==> src/rtl/microfluidic_ctrl_pkg.sv <==
// ---------------------------------------------------------------------------
// microfluidic_ctrl_pkg
//
// Shared types and constants for the mixing-network fan-out controller.
//   state_t        : controller FSM states (IDLE, OPEN, PUMP, CLOSE, DONE)
//   PUMP_IDLE      : pump valve pattern with every valve closed
//   PHASE_P0/P1/P2 : peristaltic rotation patterns (1 = valve closed)
//   outlet_t       : outlet index; ILLEGAL_OUTLET is the unused code 3
//   outlet_onehot  : outlet index -> one-hot outlet valve vector
//   pump_pattern   : phase index (0..2) -> pump valve pattern
// ---------------------------------------------------------------------------
package microfluidic_ctrl_pkg;

    typedef enum logic [2:0] {
        IDLE  = 3'd0,
        OPEN  = 3'd1,
        PUMP  = 3'd2,
        CLOSE = 3'd3,
        DONE  = 3'd4
    } state_t;

    localparam logic [2:0] PUMP_IDLE = 3'b111;
    localparam logic [2:0] PHASE_P0  = 3'b011;
    localparam logic [2:0] PHASE_P1  = 3'b101;
    localparam logic [2:0] PHASE_P2  = 3'b110;

    typedef logic [1:0] outlet_t;
    localparam outlet_t ILLEGAL_OUTLET = 2'd3;

    // Code 3 yields 000; callers never open a valve for the illegal code.
    function automatic logic [2:0] outlet_onehot(input outlet_t idx);
        logic [2:0] vec;
        vec = 3'b000;
        case (idx)
            2'd0:    vec = 3'b001;
            2'd1:    vec = 3'b010;
            2'd2:    vec = 3'b100;
            default: vec = 3'b000;
        endcase
        return vec;
    endfunction

    function automatic logic [2:0] pump_pattern(input logic [1:0] phase_idx);
        logic [2:0] pat;
        pat = PUMP_IDLE;
        case (phase_idx)
            2'd0:    pat = PHASE_P0;
            2'd1:    pat = PHASE_P1;
            2'd2:    pat = PHASE_P2;
            default: pat = PUMP_IDLE;
        endcase
        return pat;
    endfunction

endpackage

==> src/rtl/peristaltic_phase_seq.sv <==
// ---------------------------------------------------------------------------
// peristaltic_phase_seq
//
// Three-phase peristaltic pump sequencer. While enabled it rotates
// P0 -> P1 -> P2 -> P0 ..., holding each phase PHASE_CYC cycles. step_tick
// is high during the final cycle of P2, i.e. the cycle that completes one
// full pump step. When disabled the pump is parked (all valves closed) and
// the sequencer restarts from the beginning of P0 on the next enable.
//
// Parameters:
//   PHASE_CYC  : cycles each phase is held (>= 1)
// Ports:
//   clk        : system clock
//   rst_n      : asynchronous active-low reset
//   enable     : run the rotation
//   phase_out  : pump valve pattern (1 = valve closed)
//   step_tick  : last cycle of a complete P0/P1/P2 step
// ---------------------------------------------------------------------------
module peristaltic_phase_seq
    import microfluidic_ctrl_pkg::*;
#(
    parameter int PHASE_CYC = 4
) (
    input  logic       clk,
    input  logic       rst_n,
    input  logic       enable,
    output logic [2:0] phase_out,
    output logic       step_tick
);

    localparam int CNT_W = (PHASE_CYC > 1) ? $clog2(PHASE_CYC) : 1;
    localparam logic [CNT_W-1:0] HOLD_LAST = CNT_W'(PHASE_CYC - 1);

    logic [CNT_W-1:0] hold_cnt_reg;
    logic [1:0]       phase_idx_reg;
    logic             phase_end;

    assign phase_end = (hold_cnt_reg == HOLD_LAST);

    always_ff @(posedge clk or negedge rst_n) begin
        if (!rst_n) begin
            hold_cnt_reg  <= '0;
            phase_idx_reg <= 2'd0;
        end else if (!enable) begin
            hold_cnt_reg  <= '0;
            phase_idx_reg <= 2'd0;
        end else if (phase_end) begin
            hold_cnt_reg  <= '0;
            phase_idx_reg <= (phase_idx_reg == 2'd2) ? 2'd0 : phase_idx_reg + 2'd1;
        end else begin
            hold_cnt_reg  <= hold_cnt_reg + CNT_W'(1);
        end
    end

    assign step_tick = enable && phase_end && (phase_idx_reg == 2'd2);
    assign phase_out = enable ? pump_pattern(phase_idx_reg) : PUMP_IDLE;

endmodule

==> src/rtl/three_outlet_splitter_ctrl.sv <==
// ---------------------------------------------------------------------------
// three_outlet_splitter_ctrl
//
// Fan-out controller for the mixing network. A metered source stream is
// routed to one of three outlets by opening a one-hot outlet valve and
// pumping a commanded number of peristaltic steps:
//   IDLE -> OPEN (valve settle) -> PUMP (steps) -> CLOSE (valve settle)
//        -> DONE (one-cycle completion/error pulse) -> IDLE
// Illegal commands (outlet 3 or zero steps) are accepted but only produce
// err_pulse on the following cycle; no valve moves. abort in OPEN or PUMP
// jumps to CLOSE, which always runs its full settle time, and DONE then
// reports err_pulse instead of done_pulse.
//
// Optional build macro: SPLITTER_VOLUME_LOG_EN adds per-outlet saturating
// 16-bit counters of completed pump steps (vol_total0/1/2).
//
// Parameters:
//   STEP_W     : width of cmd_steps
//   PHASE_CYC  : cycles each pump phase is held (>= 1)
//   SETTLE_CYC : valve settle cycles after open and after close (>= 1)
// Ports:
//   clk, rst_n            : clock, asynchronous active-low reset
//   cmd_valid/cmd_ready   : command handshake (ready only in IDLE)
//   cmd_outlet, cmd_steps : command fields, latched on acceptance
//   abort                 : early termination request (OPEN/PUMP only)
//   valve_out             : one-hot outlet valve, bit n = outlet n
//   pump_phase            : pump valve pattern, 1 = closed
//   busy                  : any state other than IDLE
//   done_pulse, err_pulse : single-cycle completion / error indications
//   vol_total0/1/2        : (SPLITTER_VOLUME_LOG_EN) step totals per outlet
// ---------------------------------------------------------------------------
module three_outlet_splitter_ctrl
    import microfluidic_ctrl_pkg::*;
#(
    parameter int STEP_W     = 8,
    parameter int PHASE_CYC  = 4,
    parameter int SETTLE_CYC = 10
) (
    input  logic              clk,
    input  logic              rst_n,
    input  logic              cmd_valid,
    output logic              cmd_ready,
    input  logic [1:0]        cmd_outlet,
    input  logic [STEP_W-1:0] cmd_steps,
    input  logic              abort,
    output logic [2:0]        valve_out,
    output logic [2:0]        pump_phase,
    output logic              busy,
    output logic              done_pulse,
`ifdef SPLITTER_VOLUME_LOG_EN
    output logic              err_pulse,
    output logic [15:0]       vol_total0,
    output logic [15:0]       vol_total1,
    output logic [15:0]       vol_total2
`else
    output logic              err_pulse
`endif
);

    localparam int SET_W = $clog2(SETTLE_CYC + 1);
    localparam logic [SET_W-1:0] SETTLE_LAST = SET_W'(SETTLE_CYC - 1);

    state_t            state_reg;
    state_t            state_next;
    outlet_t           outlet_reg;
    logic [STEP_W-1:0] steps_reg;
    logic [SET_W-1:0]  settle_cnt_reg;
    logic              aborted_reg;
    logic              illegal_err_reg;

    logic              accept;
    logic              cmd_legal;
    logic              settle_end;
    logic              pump_en;
    logic              step_tick;
    logic              last_step;
    logic              abort_window;
    logic [2:0]        seq_phase;

    assign accept       = cmd_valid && (state_reg == IDLE);
    assign cmd_legal    = (cmd_outlet != ILLEGAL_OUTLET) && (cmd_steps != '0);
    assign settle_end   = (settle_cnt_reg == SETTLE_LAST);
    assign pump_en      = (state_reg == PUMP);
    assign last_step    = step_tick && (steps_reg == STEP_W'(1));
    assign abort_window = (state_reg == OPEN) || (state_reg == PUMP);

    // The sequencer only runs in PUMP, where an outlet valve is always open,
    // so the pump is never driven against a fully closed outlet manifold.
    peristaltic_phase_seq #(
        .PHASE_CYC (PHASE_CYC)
    ) u_phase_seq (
        .clk       (clk),
        .rst_n     (rst_n),
        .enable    (pump_en),
        .phase_out (seq_phase),
        .step_tick (step_tick)
    );

    // ------------------------------------------------------------------
    // FSM: state register
    // ------------------------------------------------------------------
    always_ff @(posedge clk or negedge rst_n) begin
        if (!rst_n) begin
            state_reg <= IDLE;
        end else begin
            state_reg <= state_next;
        end
    end

    // ------------------------------------------------------------------
    // FSM: next-state logic
    // abort takes priority over both the OPEN settle expiry and the final
    // pump step, so a coincident abort is always reported as an error.
    // ------------------------------------------------------------------
    always_comb begin
        state_next = state_reg;
        case (state_reg)
            IDLE: begin
                if (accept && cmd_legal) begin
                    state_next = OPEN;
                end
            end
            OPEN: begin
                if (abort) begin
                    state_next = CLOSE;
                end else if (settle_end) begin
                    state_next = PUMP;
                end
            end
            PUMP: begin
                if (abort || last_step) begin
                    state_next = CLOSE;
                end
            end
            CLOSE: begin
                if (settle_end) begin
                    state_next = DONE;
                end
            end
            DONE: begin
                state_next = IDLE;
            end
            default: begin
                state_next = IDLE;
            end
        endcase
    end

    // ------------------------------------------------------------------
    // FSM: outputs
    // Decoded from the state register so an asynchronous reset parks the
    // valves and pump immediately, with no pulse.
    // ------------------------------------------------------------------
    always_comb begin
        cmd_ready  = 1'b0;
        valve_out  = 3'b000;
        pump_phase = PUMP_IDLE;
        busy       = 1'b1;
        done_pulse = 1'b0;
        err_pulse  = illegal_err_reg;
        case (state_reg)
            IDLE: begin
                cmd_ready = 1'b1;
                busy      = 1'b0;
            end
            OPEN: begin
                valve_out = outlet_onehot(outlet_reg);
            end
            PUMP: begin
                valve_out  = outlet_onehot(outlet_reg);
                pump_phase = seq_phase;
            end
            CLOSE: begin
                valve_out = 3'b000;
            end
            DONE: begin
                done_pulse = !aborted_reg;
                err_pulse  = aborted_reg;
            end
            default: begin
                cmd_ready = 1'b0;
            end
        endcase
    end

    // ------------------------------------------------------------------
    // Datapath: command latch, settle timer, step counter, flags
    // ------------------------------------------------------------------
    always_ff @(posedge clk or negedge rst_n) begin
        if (!rst_n) begin
            outlet_reg      <= 2'd0;
            steps_reg       <= '0;
            settle_cnt_reg  <= '0;
            aborted_reg     <= 1'b0;
            illegal_err_reg <= 1'b0;
        end else begin
            // Illegal commands only raise a one-cycle error flag.
            illegal_err_reg <= accept && !cmd_legal;

            if (accept && cmd_legal) begin
                outlet_reg <= cmd_outlet;
                steps_reg  <= cmd_steps;
            end else if (step_tick && (steps_reg != '0)) begin
                // Count down; guarded so the counter can never wrap.
                steps_reg <= steps_reg - STEP_W'(1);
            end

            if (accept) begin
                aborted_reg <= 1'b0;
            end else if (abort_window && abort) begin
                aborted_reg <= 1'b1;
            end

            // Settle timer restarts on every state change.
            if (state_next != state_reg) begin
                settle_cnt_reg <= '0;
            end else if ((state_reg == OPEN) || (state_reg == CLOSE)) begin
                settle_cnt_reg <= settle_cnt_reg + SET_W'(1);
            end
        end
    end

`ifdef SPLITTER_VOLUME_LOG_EN
    // ------------------------------------------------------------------
    // Per-outlet completed-step totals, saturating at 0xFFFF. A step that
    // completes in the same cycle as an abort has been fully pumped and
    // is therefore counted.
    // ------------------------------------------------------------------
    logic [15:0] vol_reg [3];

    for (genvar gi = 0; gi < 3; gi++) begin : g_vol
        always_ff @(posedge clk or negedge rst_n) begin
            if (!rst_n) begin
                vol_reg[gi] <= 16'h0000;
            end else if (step_tick && (outlet_reg == outlet_t'(gi))
                         && (vol_reg[gi] != 16'hFFFF)) begin
                vol_reg[gi] <= vol_reg[gi] + 16'd1;
            end
        end
    end

    assign vol_total0 = vol_reg[0];
    assign vol_total1 = vol_reg[1];
    assign vol_total2 = vol_reg[2];
`endif

endmodule

==> config.mk <==
export PLATFORM = sky130hd
export DESIGN_NAME = three_outlet_splitter_ctrl
export DESIGN_NICKNAME = d
export VERILOG_FILES = /design/src/rtl/microfluidic_ctrl_pkg.sv /design/src/rtl/peristaltic_phase_seq.sv /design/src/rtl/three_outlet_splitter_ctrl.sv
export SDC_FILE = /design/constraint.sdc
export NUM_CORES = 1
export LEC_CHECK = 0
export CAP_MARGIN = 20
export CORE_MARGIN = 10
export CORE_UTILIZATION = 50
export CTS_CLUSTER_SIZE = 16
export DETAILED_ROUTE_END_ITERATION = 7
export HOLD_SLACK_MARGIN = 0.08
export PLACE_DENSITY = 0.76
export SLEW_MARGIN = 20
export SYNTH_ARGS = -nofsm -noshare
export SYNTH_HDL_FRONTEND = slang
export SYNTH_HIERARCHICAL = 1
export SYNTH_SLANG_ARGS = --single-unit
export TNS_END_PERCENT = 50
==> constraint.sdc <==
create_clock -name clk -period 5.53 [get_ports clk]
set_clock_uncertainty 0.1 [all_clocks]
set_input_delay 0.8295 -clock clk [delete_from_list [all_inputs] [get_ports clk]]
set_output_delay 0.8295 -clock clk [all_outputs]
set_load 0.03 [all_outputs]
==> results of run 1 <==
-- cell type report --
cell class	count	area, µm²
Inverter	10	37.5
Timing Repair Buffer	24	233
Tap cell	30	37.5
Clock buffer	4	26.3
Sequential cell	23	576
Fill cell	224	893
Multi-Input combinational cell	112	742
-- metal layers --
layer | vias up | wire [µm]
li1 | 576 | -
met1 | 534 | 1510
met2 | 42 | 1370
met3 | 2 | 210
met4 | 0 | 12
met5 | - | 0
-- cells in the final DEF, fill, tap and decap left out, drive strengths merged, types with 2 or more instances in the layout --
cell type / count
dfrtp: 23
clkdlybuf4s50: 22
nor2: 13
nand2: 11
inv: 10
a21oi: 10
o21ai: 10
nor3: 6
ha: 6
nand2b: 5
xor2: 5
nor3b: 4
mux2: 4
nor2b: 4
or4: 4
clkbuf: 4
xnor2: 3
a31oi: 3
or3: 3
nor4b: 2
and3: 2
and2: 2
buf: 2
o32ai: 2
-- through the flow --
step	hold slack [ns]	instance area [µm²]	instances
2_1_floorplan	0.309	1370	148
3_3_place_gp	0.322	1630	199
3_5_place_dp	0.335	1630	199
4_1_cts	0.354	1660	203
5_1_grt	0.377	1650	203
6_report	0.345	1650	203
-- worst paths after layout --
| check | cells past startpoint | endpoint | slack [ns] |
|---|---|---|---|
| setup / recovery | 6 | pump_phase[0] | 1.77 |
| hold / removal | 1 | u_phase_seq/hold_cnt_reg[0] | 0.35 |
| setup reg to reg | 7 | steps_reg[5] | 2.47 |
| hold reg to reg | 1 | u_phase_seq/hold_cnt_reg[0] | 0.35 |
| max in group asynchronous | 1 | outlet_reg[0] | 4.61 |
| min in group asynchronous | 1 | aborted_reg | 0.37 |
-- report_power, final --
group	switching (mW)	internal, mW
combinational	0.133	0.108
clock	0.0517	0.0281
sequential	0.0664	0.224
total	0.251	0.361
-- logic make-up after synthesis --
group | Yosys count | synth area share
multiplexers | 4 | 0.0329
adder cells (fa/ha/maj) | 6 | 0.0548
AND/OR/NAND/NOR | 64 | 0.268
buffers and inverters | 13 | 0.0375
XOR/XNOR | 8 | 0.0512
AO/OA/AOI/OAI | 30 | 0.135
flip-flops | 23 | 0.420
-- worst max-delay path, cell delays in order (launching register included) --
cell and delay, ns:
dfrtp_1 0.48, inv_1 0.13, nor3_1 0.78, nor2b_2 0.31
nand2_1 0.06, nand2b_1 0.13, clkdlybuf4s50_1 0.63
-- Yosys cell counts (all sizes together) (2+ instances only) --
cell / n / area, µm²
xor2: 5 / 43.8
o21ai: 10 / 50.0
or3: 3 / 20.0
a31oi: 3 / 18.8
nand2b: 5 / 31.3
and2: 2 / 12.5
nand2: 11 / 41.3
buf: 2 / 10.0
a21oi: 10 / 50.1
mux2: 4 / 45.0
o32ai: 2 / 25.0
or4: 4 / 33.8
nor2b: 4 / 27.5
nor3: 6 / 30.0
ha: 6 / 75.1
xnor2: 3 / 26.3
and3: 2 / 12.5
nor3b: 4 / 30.0
nor2: 13 / 48.8
dfrtp: 23 / 576
inv: 10 / 37.5
nor4b: 2 / 17.5
==> summary.txt, run 1 <==
Final setup viols = 0
HP Start = u_phase_seq/hold_cnt_reg[0]
cell leakage power = 0.676 nW
vias per cell = 5.68
Nets = 194
Hold Path Class = reg -> reg
Avg Cell Area, Syn = 9.25 µm²
Worst-Margin Slew = 0.935 ns
initial antenna violation count = 0
CP Launch Type = flip-flop
VDD IR max = 0.000289 V
Post-synth EDFFs = 0
# port buffers = 23
GP Congestion = 0.937
CP max FO = 11
total CTS buffers = 3
DR iter-0 viols = 82
post-synthesis register bit count = 23
die area = 5230 µm²
largest net degree at the start of global routing = 24
M3 GR Usage = 0.0299
gr usage total = 0.123
CTS H-tree lvls = 1
first-pass GRT wire length = 5420 µm
Detailed Route WL = 3110 µm
Critical Path RT = 4.60 ns
core area = 2540 µm²
IO Count = 24
Final Total Pwr = 0.611 mW
max reg flops = 8
setup ws final = 1.77 ns
Die Y = 72.3 µm
Seq/Total Area, Yosys = 0.420
number of diodes = 0
Hold Vio Cnt, Final = 0
setup_tns = 0 ns
Std-Cell Rows = 18
Fmax = 266 MHz
launch point of the worst reg-to-reg path = state_reg[1]
die width = 72.3 µm
RSZ-0062 raised after global routing = false
Critical Path AT = 2.83 ns
Async S/R FF share, synth = 1.00
max_slew headroom = 0.372
GRT Max-Usage Layer = met2
Max Slew Vio Count = 0
CTS tree = done
ys flop type = dfrtp_1
clock sink count = 23
shortest period the worst path allows = 3.76 ns
Congestion Overflow GR = 0
vias post-DR = 1154
post-CTS resize count = 0
Gate Count Post-Synth = 148
Crit. Startpoint = state_reg[1]
vias in the first global route = 1190
CTS root buffer = clkbuf_4
DR DRC count = 0
status = complete, no violations
Post-CTS Setup Repair Bufs = 0
post-layout util = 0.649
met1 usage = 0.161
number of antenna-violating nets in the routed design = 0
CTS clock-pin slew for the worst setup and hold paths = 0.13 ns
Worst Setup End Kind = output pin
Netlist Area Pre-Place = 1370 µm²
DP HPWL = 2390 µm
syn nets = 168
pwr dens = 370 nW/µm²
initial core utilization = 0.538
max cap viols = 0
kind of critical path = reg -> out
met2 GRT Util = 0.192
clock latency on the worst-skew pair = 0.31 ns
synth-to-layout area growth = 20.7%
first-pass detailed-route iteration total = 5
Avg WL per Cell = 15.3 µm
layout cells sized above 1 = 0.0925
Synth Warn # = 6
Setup Slack @ Placement = 2.10 ns
CTS max path bufs = 2
# hold bufs at CTS = 0
Final period util = 0.679
distinct cell type count after synthesis = 41
No activity file was read; power rests on OpenSTA's default activity.
==> run 2: changes to the inputs <==
- clock period: 5.53 -> 3.6 ns (I/O delays scaled with it)
==> run 2 against run 1 <==
Effect of this change:
- final area increased by 0.68%
- total power is 54% higher
- critical endpoint unchanged
- via count increased by 3.5%
- highest routed layer unchanged
- non-clock buffer count is 1 higher
==> summary.txt, run 2 (synthesis results as in run 1) <==
Hold Vio Cnt, Final = 0 (unchanged)
commonest non-fill, non-tap cell in the layout = dfrtp_1
gr usage total = 0.116 (-0.00716)
die area = 5230 µm² (unchanged)
status = complete, no violations
Final setup viols = 0 (unchanged)
Critical Path RT = 2.96 ns (-1.64 ns)
post-route design area = 1660 µm² (+0.68%)
Die Y = 72.3 µm (unchanged)
met3 routed WL = 222 µm (+5.7%)
first-pass detailed-route iteration total = 4 (-1)
CP max FO = 11 (unchanged)
synth-to-layout area growth = 21.5%
Avg WL per Cell = 14.5 µm (-5.3%)
Final period util = 0.812
# port buffers = 23 (unchanged)
CTS max path bufs = 2 (unchanged)
number of antenna-violating nets in the routed design = 0 (unchanged)
initial antenna violation count = 0 (unchanged)
first-pass GRT wire length = 4980 µm (-8.0%)
Critical Path AT = 2.28 ns (-0.55 ns)
Switch Pwr = 0.384 mW (+53%)
Nets = 195 (+0.52%)
CP Launch Type = flip-flop
Worst Setup End Kind = output pin
total CTS buffers = 3 (unchanged)
# hold bufs at CTS = 0 (unchanged)
setup_tns = 0 ns (unchanged)
core area = 2540 µm² (unchanged)
clock sink count = 23 (unchanged)
Pint = 0.558 mW (+55%)
hold slack = 0.0505 ns (-0.294 ns)
vias post-DR = 1194 (+3.5%)
DR iter-0 viols = 84 (+2.4%)
Post-CTS Setup Repair Bufs = 0 (unchanged)
pwr dens = 567 nW/µm² (+53%)
RSZ-0062 raised after global routing = false
Hold Path Class = in -> async
met2 wire len = 1380 µm (+0.66%)
shortest period the worst path allows = 2.92 ns
top sig layer = met4
setup ws final = 0.677 ns (-1.10 ns)
post-CTS resize count = 0 (unchanged)
DR DRC count = 0 (unchanged)
DP HPWL = 2240 µm (-6.1%)
Congestion Overflow GR = 0 (unchanged)
Fmax = 342 MHz
vias per cell = 5.85 (+3.0%)
Detailed Route WL = 2960 µm (-4.8%)
power share of the sequential group = 0.468 (-0.007)
max cap viols = 0 (unchanged)
Max Slew Vio Count = 0 (unchanged)
max_slew headroom = 0.666 (+0.294)
cell leakage power = 0.680 nW (+0.62%)
CTS root buffer = clkbuf_4
number of diodes = 0 (unchanged)
post-layout util = 0.653 (+0.00442)
Clk pwr share = 0.135 (+0.004)
CTS clock-pin slew for the worst setup and hold paths = 0.14 ns (about the same)
max reg flops = 8 (unchanged)
M1 wire length = 1310 µm (-13%)
CTS tree = done
kind of critical path = reg -> out
layout cells sized above 1 = 0.103 (+0.0110)
initial core utilization = 0.538 (unchanged)
Net Sw Frac = 0.407 (-0.00282)
placed cell areas = 1640 µm² (+0.46%)
# fillers = 214 (-4.5%)
commonest cells after routing, fill and taps aside = dfrtp_1, clkdlybuf4s50_1, nor2_1, nand2_1
VDD IR max = 0.000532 V (+84%)
Worst-Margin Slew = 0.501 ns (-0.434 ns)
Combinational Power Share = 0.397 (+0.003)
die width = 72.3 µm (unchanged)
IO Count = 24 (unchanged)
Setup Slack @ Placement = 0.864 ns (-1.24 ns)
CTS H-tree lvls = 1 (unchanged)
Std-Cell Rows = 18 (unchanged)
largest net degree at the start of global routing = 24 (unchanged)
vias in the first global route = 1144 (-3.9%)
GP Congestion = 0.804 (-14%)
clock latency on the worst-skew pair = 0.33 ns (+0.02 ns)
run 2: changes by cell type in the layout (fill, tap and decap cells not counted):
cell,previous run,this run
buf_4,1,2
clkbuf_1,1,0
clkinvlp_4,0,1
run 2: metal layers:
metal	vias up	GRT usage
met5	-	0
met1	570	0.132
met4	0	0.0516
met3	5	0.0408
met2	44	0.190
li1	575	-
run 2: critical path: stages (launching register included):
cell and delay [ns]:
dfrtp_1 0.48, inv_1 0.13, nor3_1 0.20, buf_4 0.19, nor2b_2 0.18, nand2_1 0.06, nand2b_1 0.13, clkdlybuf4s50_1 0.59
run 2: layout make-up:
class | count | area [µm²] | share of cell area
multi-input cells | 112 | 742 | 0.446
clock buffers | 3 | 22.5 | 0.0135
flip-flops and latches | 23 | 576 | 0.346
repair buffers | 25 | 240 | 0.144
well taps | 30 | 37.5 | 0.0226
clock inverters | 1 | 7.51 | 0.00451
inverters | 10 | 37.5 | 0.0226
run 2: power by group through the flow:
stage	registers, mW	logic (mW)	clock network, mW
6_report	0.441	0.374	0.127
5_1_grt	0.455	0.427	0.138
4_1_cts	0.440	0.379	0.130
3_5_place_dp	0.443	0.376	0
3_3_place_gp	0.438	0.361	0
2_1_floorplan	0.416	0.274	0
run 2: worst paths after layout:
| check | slack [ns] | depth (start not counted) | to | startpoint |
|---|---|---|---|---|
| worst min-delay path | 0.05 | 1 | state_reg[2] | rst_n |
| worst max-delay path | 0.68 | 7 | pump_phase[0] | state_reg[1] |
| min in group clk | 0.34 | 1 | u_phase_seq/hold_cnt_reg[0] | u_phase_seq/hold_cnt_reg[0] |
| worst min register to register | 0.34 | 1 | u_phase_seq/hold_cnt_reg[0] | u_phase_seq/hold_cnt_reg[0] |
| max in group asynchronous | 3.00 | 1 | steps_reg[3] | rst_n |
| worst max register to register | 1.06 | 8 | steps_reg[5] | state_reg[1] |
run 2: per-stage QoR:
stage / cells / total power, mW
after floorplan: 148 / 0.690
after global placement: 200 / 0.799
after detailed placement: 200 / 0.820
after CTS: 204 / 0.949
after global routing: 204 / 1.02
final: 204 / 0.942
==> run 3: changes to the inputs <==
- clock period: 3.6 -> 3 ns (I/O delays scaled with it)
==> run 3 against run 2 <==
Effect of this change:
- sequential share of layout area fell by 0.18 points
- critical endpoint unchanged
- total power rose by 20%
- clock power rose by 16%
- sequential power rose by 20%
- count of clock-buffer cells in the layout rose by 1
- combinational power rose by 21%
- via count fell by 1.7%
- non-clock buffer count rose by 1
- register-to-register slack got worse by 0.51 ns
- flip-flop and latch count did not move
==> summary.txt, run 3 (synthesis results as in run 1) <==
status = complete, no violations
Critical Path Stages = 6 (-1)
CP max FO = 7 (-4)
CP peak stage delay = 0.59 ns (about the same)
CTS max path bufs = 2 (unchanged)
RSZ-0062 raised after global routing = false
number of diodes = 0 (unchanged)
core area = 2540 µm² (unchanged)
VDD IR max = 0.000637 V (+20%)
first-pass detailed-route iteration total = 4 (unchanged)
largest net degree at the start of global routing = 24 (unchanged)
Worst-Margin Slew = 0.448 ns (-0.0531 ns)
initial antenna violation count = 0 (unchanged)
kind of critical path = reg -> out
setup_tns = 0 ns (unchanged)
R2R Path End = steps_reg[5]
post-CTS resize count = 0 (unchanged)
Reg2Reg Depth = 7 (-1)
CP Buf/Inv Count = 2 (-1)
launch point of the worst reg-to-reg path = state_reg[1]
CP endpoint = pump_phase[0]
clock sink count = 23 (unchanged)
Setup Slack @ Placement = 0.458 ns (-0.406 ns)
gr usage total = 0.119 (+0.00335)
commonest cells after routing, fill and taps aside = dfrtp_1, clkdlybuf4s50_1, nor2_1, nand2_1
die width = 72.3 µm (unchanged)
max cap viols = 0 (unchanged)
layout cells sized above 1 = 0.0971 (-0.00631)
vias per cell = 5.73 (-2.2%)
IO Count = 24 (unchanged)
Worst Setup End Kind = output pin
worst path cell trace = inv_1 -> nor3_1 -> nor2b_2 -> nand2_1 -> nand2b_1 -> clkdlybuf4s50_1
first-pass GRT wire length = 5220 µm (+4.7%)
Fmax = 360 MHz
Detailed Route WL = 3050 µm (+3.1%)
Hold Vio Cnt, Final = 0 (unchanged)
CTS H-tree lvls = 1 (unchanged)
Critical Path AT = 2.23 ns (-0.05 ns)
DR DRC count = 0 (unchanged)
setup ws final = 0.224 ns (-0.452 ns)
Nets = 196 (+0.51%)
cell leakage power = 0.686 nW (+0.86%)
Avg WL per Cell = 14.9 µm (+2.6%)
vias in the first global route = 1255 (+9.7%)
Final setup viols = 0 (unchanged)
GP Congestion = 0.832 (+3.5%)
DP HPWL = 2360 µm (+5.3%)
Post-CTS Setup Repair Bufs = 0 (unchanged)
shortest period the worst path allows = 2.78 ns
Std-Cell Rows = 18 (unchanged)
pwr dens = 676 nW/µm² (+19%)
FF-to-FF setup slack = 0.55 ns (-0.51 ns)
CTS clock-pin slew for the worst setup and hold paths = 0.13 ns (about the same)
die area = 5230 µm² (unchanged)
Slowest-stage cell, CP = clkdlybuf4s50_1
total CTS buffers = 3 (unchanged)
initial core utilization = 0.538 (unchanged)
max_slew headroom = 0.697 (+0.0312)
# port buffers = 23 (unchanged)
Hold Path Class = reg -> reg
Die Y = 72.3 µm (unchanged)
max reg flops = 8 (unchanged)
# hold bufs at CTS = 0 (unchanged)
CTS root buffer = clkbuf_4
clock latency on the worst-skew pair = 0.32 ns (about the same)
Critical Path RT = 2.45 ns (-0.51 ns)
synth-to-layout area growth = 22.1%
DR iter-0 viols = 50 (-40%)
CTS tree = done
Congestion Overflow GR = 0 (unchanged)
Final period util = 0.925
CP Launch Type = flip-flop
Max Slew Vio Count = 0 (unchanged)
vias post-DR = 1174 (-1.7%)
Crit. Startpoint = state_reg[1]
number of antenna-violating nets in the routed design = 0 (unchanged)
delay-heaviest family, CP = buffers and inverters
[run 3: cell types whose count changed in the layout (fill, tap and decap cells not counted), sizes merged]
| cell | previous run | this run |
|---|---|---|
| clkdlybuf4s50 | 22 | 23 |
| clkinvlp | 1 | 0 |
| clkbuf | 3 | 4 |
[run 3: power breakdown]
group	internal, mW	switching [mW]
sequential	0.413	0.116
clock	0.0520	0.0954
combinational	0.208	0.246
total	0.673	0.457
[run 3: final cells by class]
| cell class | instances | area [µm²] |
|---|---|---|
| sequential | 23 | 576 |
| timing repair buffer | 26 | 253 |
| inverter | 10 | 37.5 |
| fill | 213 | 873 |
| multi-input combinational | 112 | 742 |
| tap | 30 | 37.5 |
| clock buffer | 4 | 26.3 |
[run 3: worst min path at each step]
stage                                            from                           to  cells after the start
after floorplan                                 rst_n                  aborted_reg                      0
after global placement    u_phase_seq/hold_cnt_reg[0]  u_phase_seq/hold_cnt_reg[0]                      1
after detailed placement  u_phase_seq/hold_cnt_reg[0]  u_phase_seq/hold_cnt_reg[0]                      1
after CTS                 u_phase_seq/hold_cnt_reg[0]  u_phase_seq/hold_cnt_reg[0]                      1
after global routing      u_phase_seq/hold_cnt_reg[0]  u_phase_seq/hold_cnt_reg[0]                      1
final                     u_phase_seq/hold_cnt_reg[0]  u_phase_seq/hold_cnt_reg[0]                      1
[run 3: metrics by stage]
step | area, µm² | instances | hold slack, ns | util | power (mW)
2_1_floorplan | 1370 | 148 | 0.0544 | - | 0.828
3_3_place_gp | 1650 | 201 | 0.323 | 0.647 | 0.964
3_5_place_dp | 1650 | 201 | 0.330 | 0.647 | 0.989
4_1_cts | 1670 | 205 | 0.349 | 0.657 | 1.13
5_1_grt | 1670 | 205 | 0.377 | 0.657 | 1.23
6_report | 1670 | 205 | 0.346 | 0.657 | 1.13
[run 3: per-layer routing]
layer	global-route usage	vias to the layer above	wire length, µm
met1	0.131	546	1390
met2	0.207	36	1410
li1	-	583	-
met4	0.0409	0	34
met5	0	-	0
met3	0.0408	9	224
[run 3: worst reg2reg max path, stage by stage, from the launching register on]
cell and delay (ns):
dfrtp_1 0.48, inv_1 0.13, nor3_1 0.28, nor2b_2 0.23
and3_1 0.27, o21ai_1 0.22, or4_1 0.50, a31oi_1 0.17
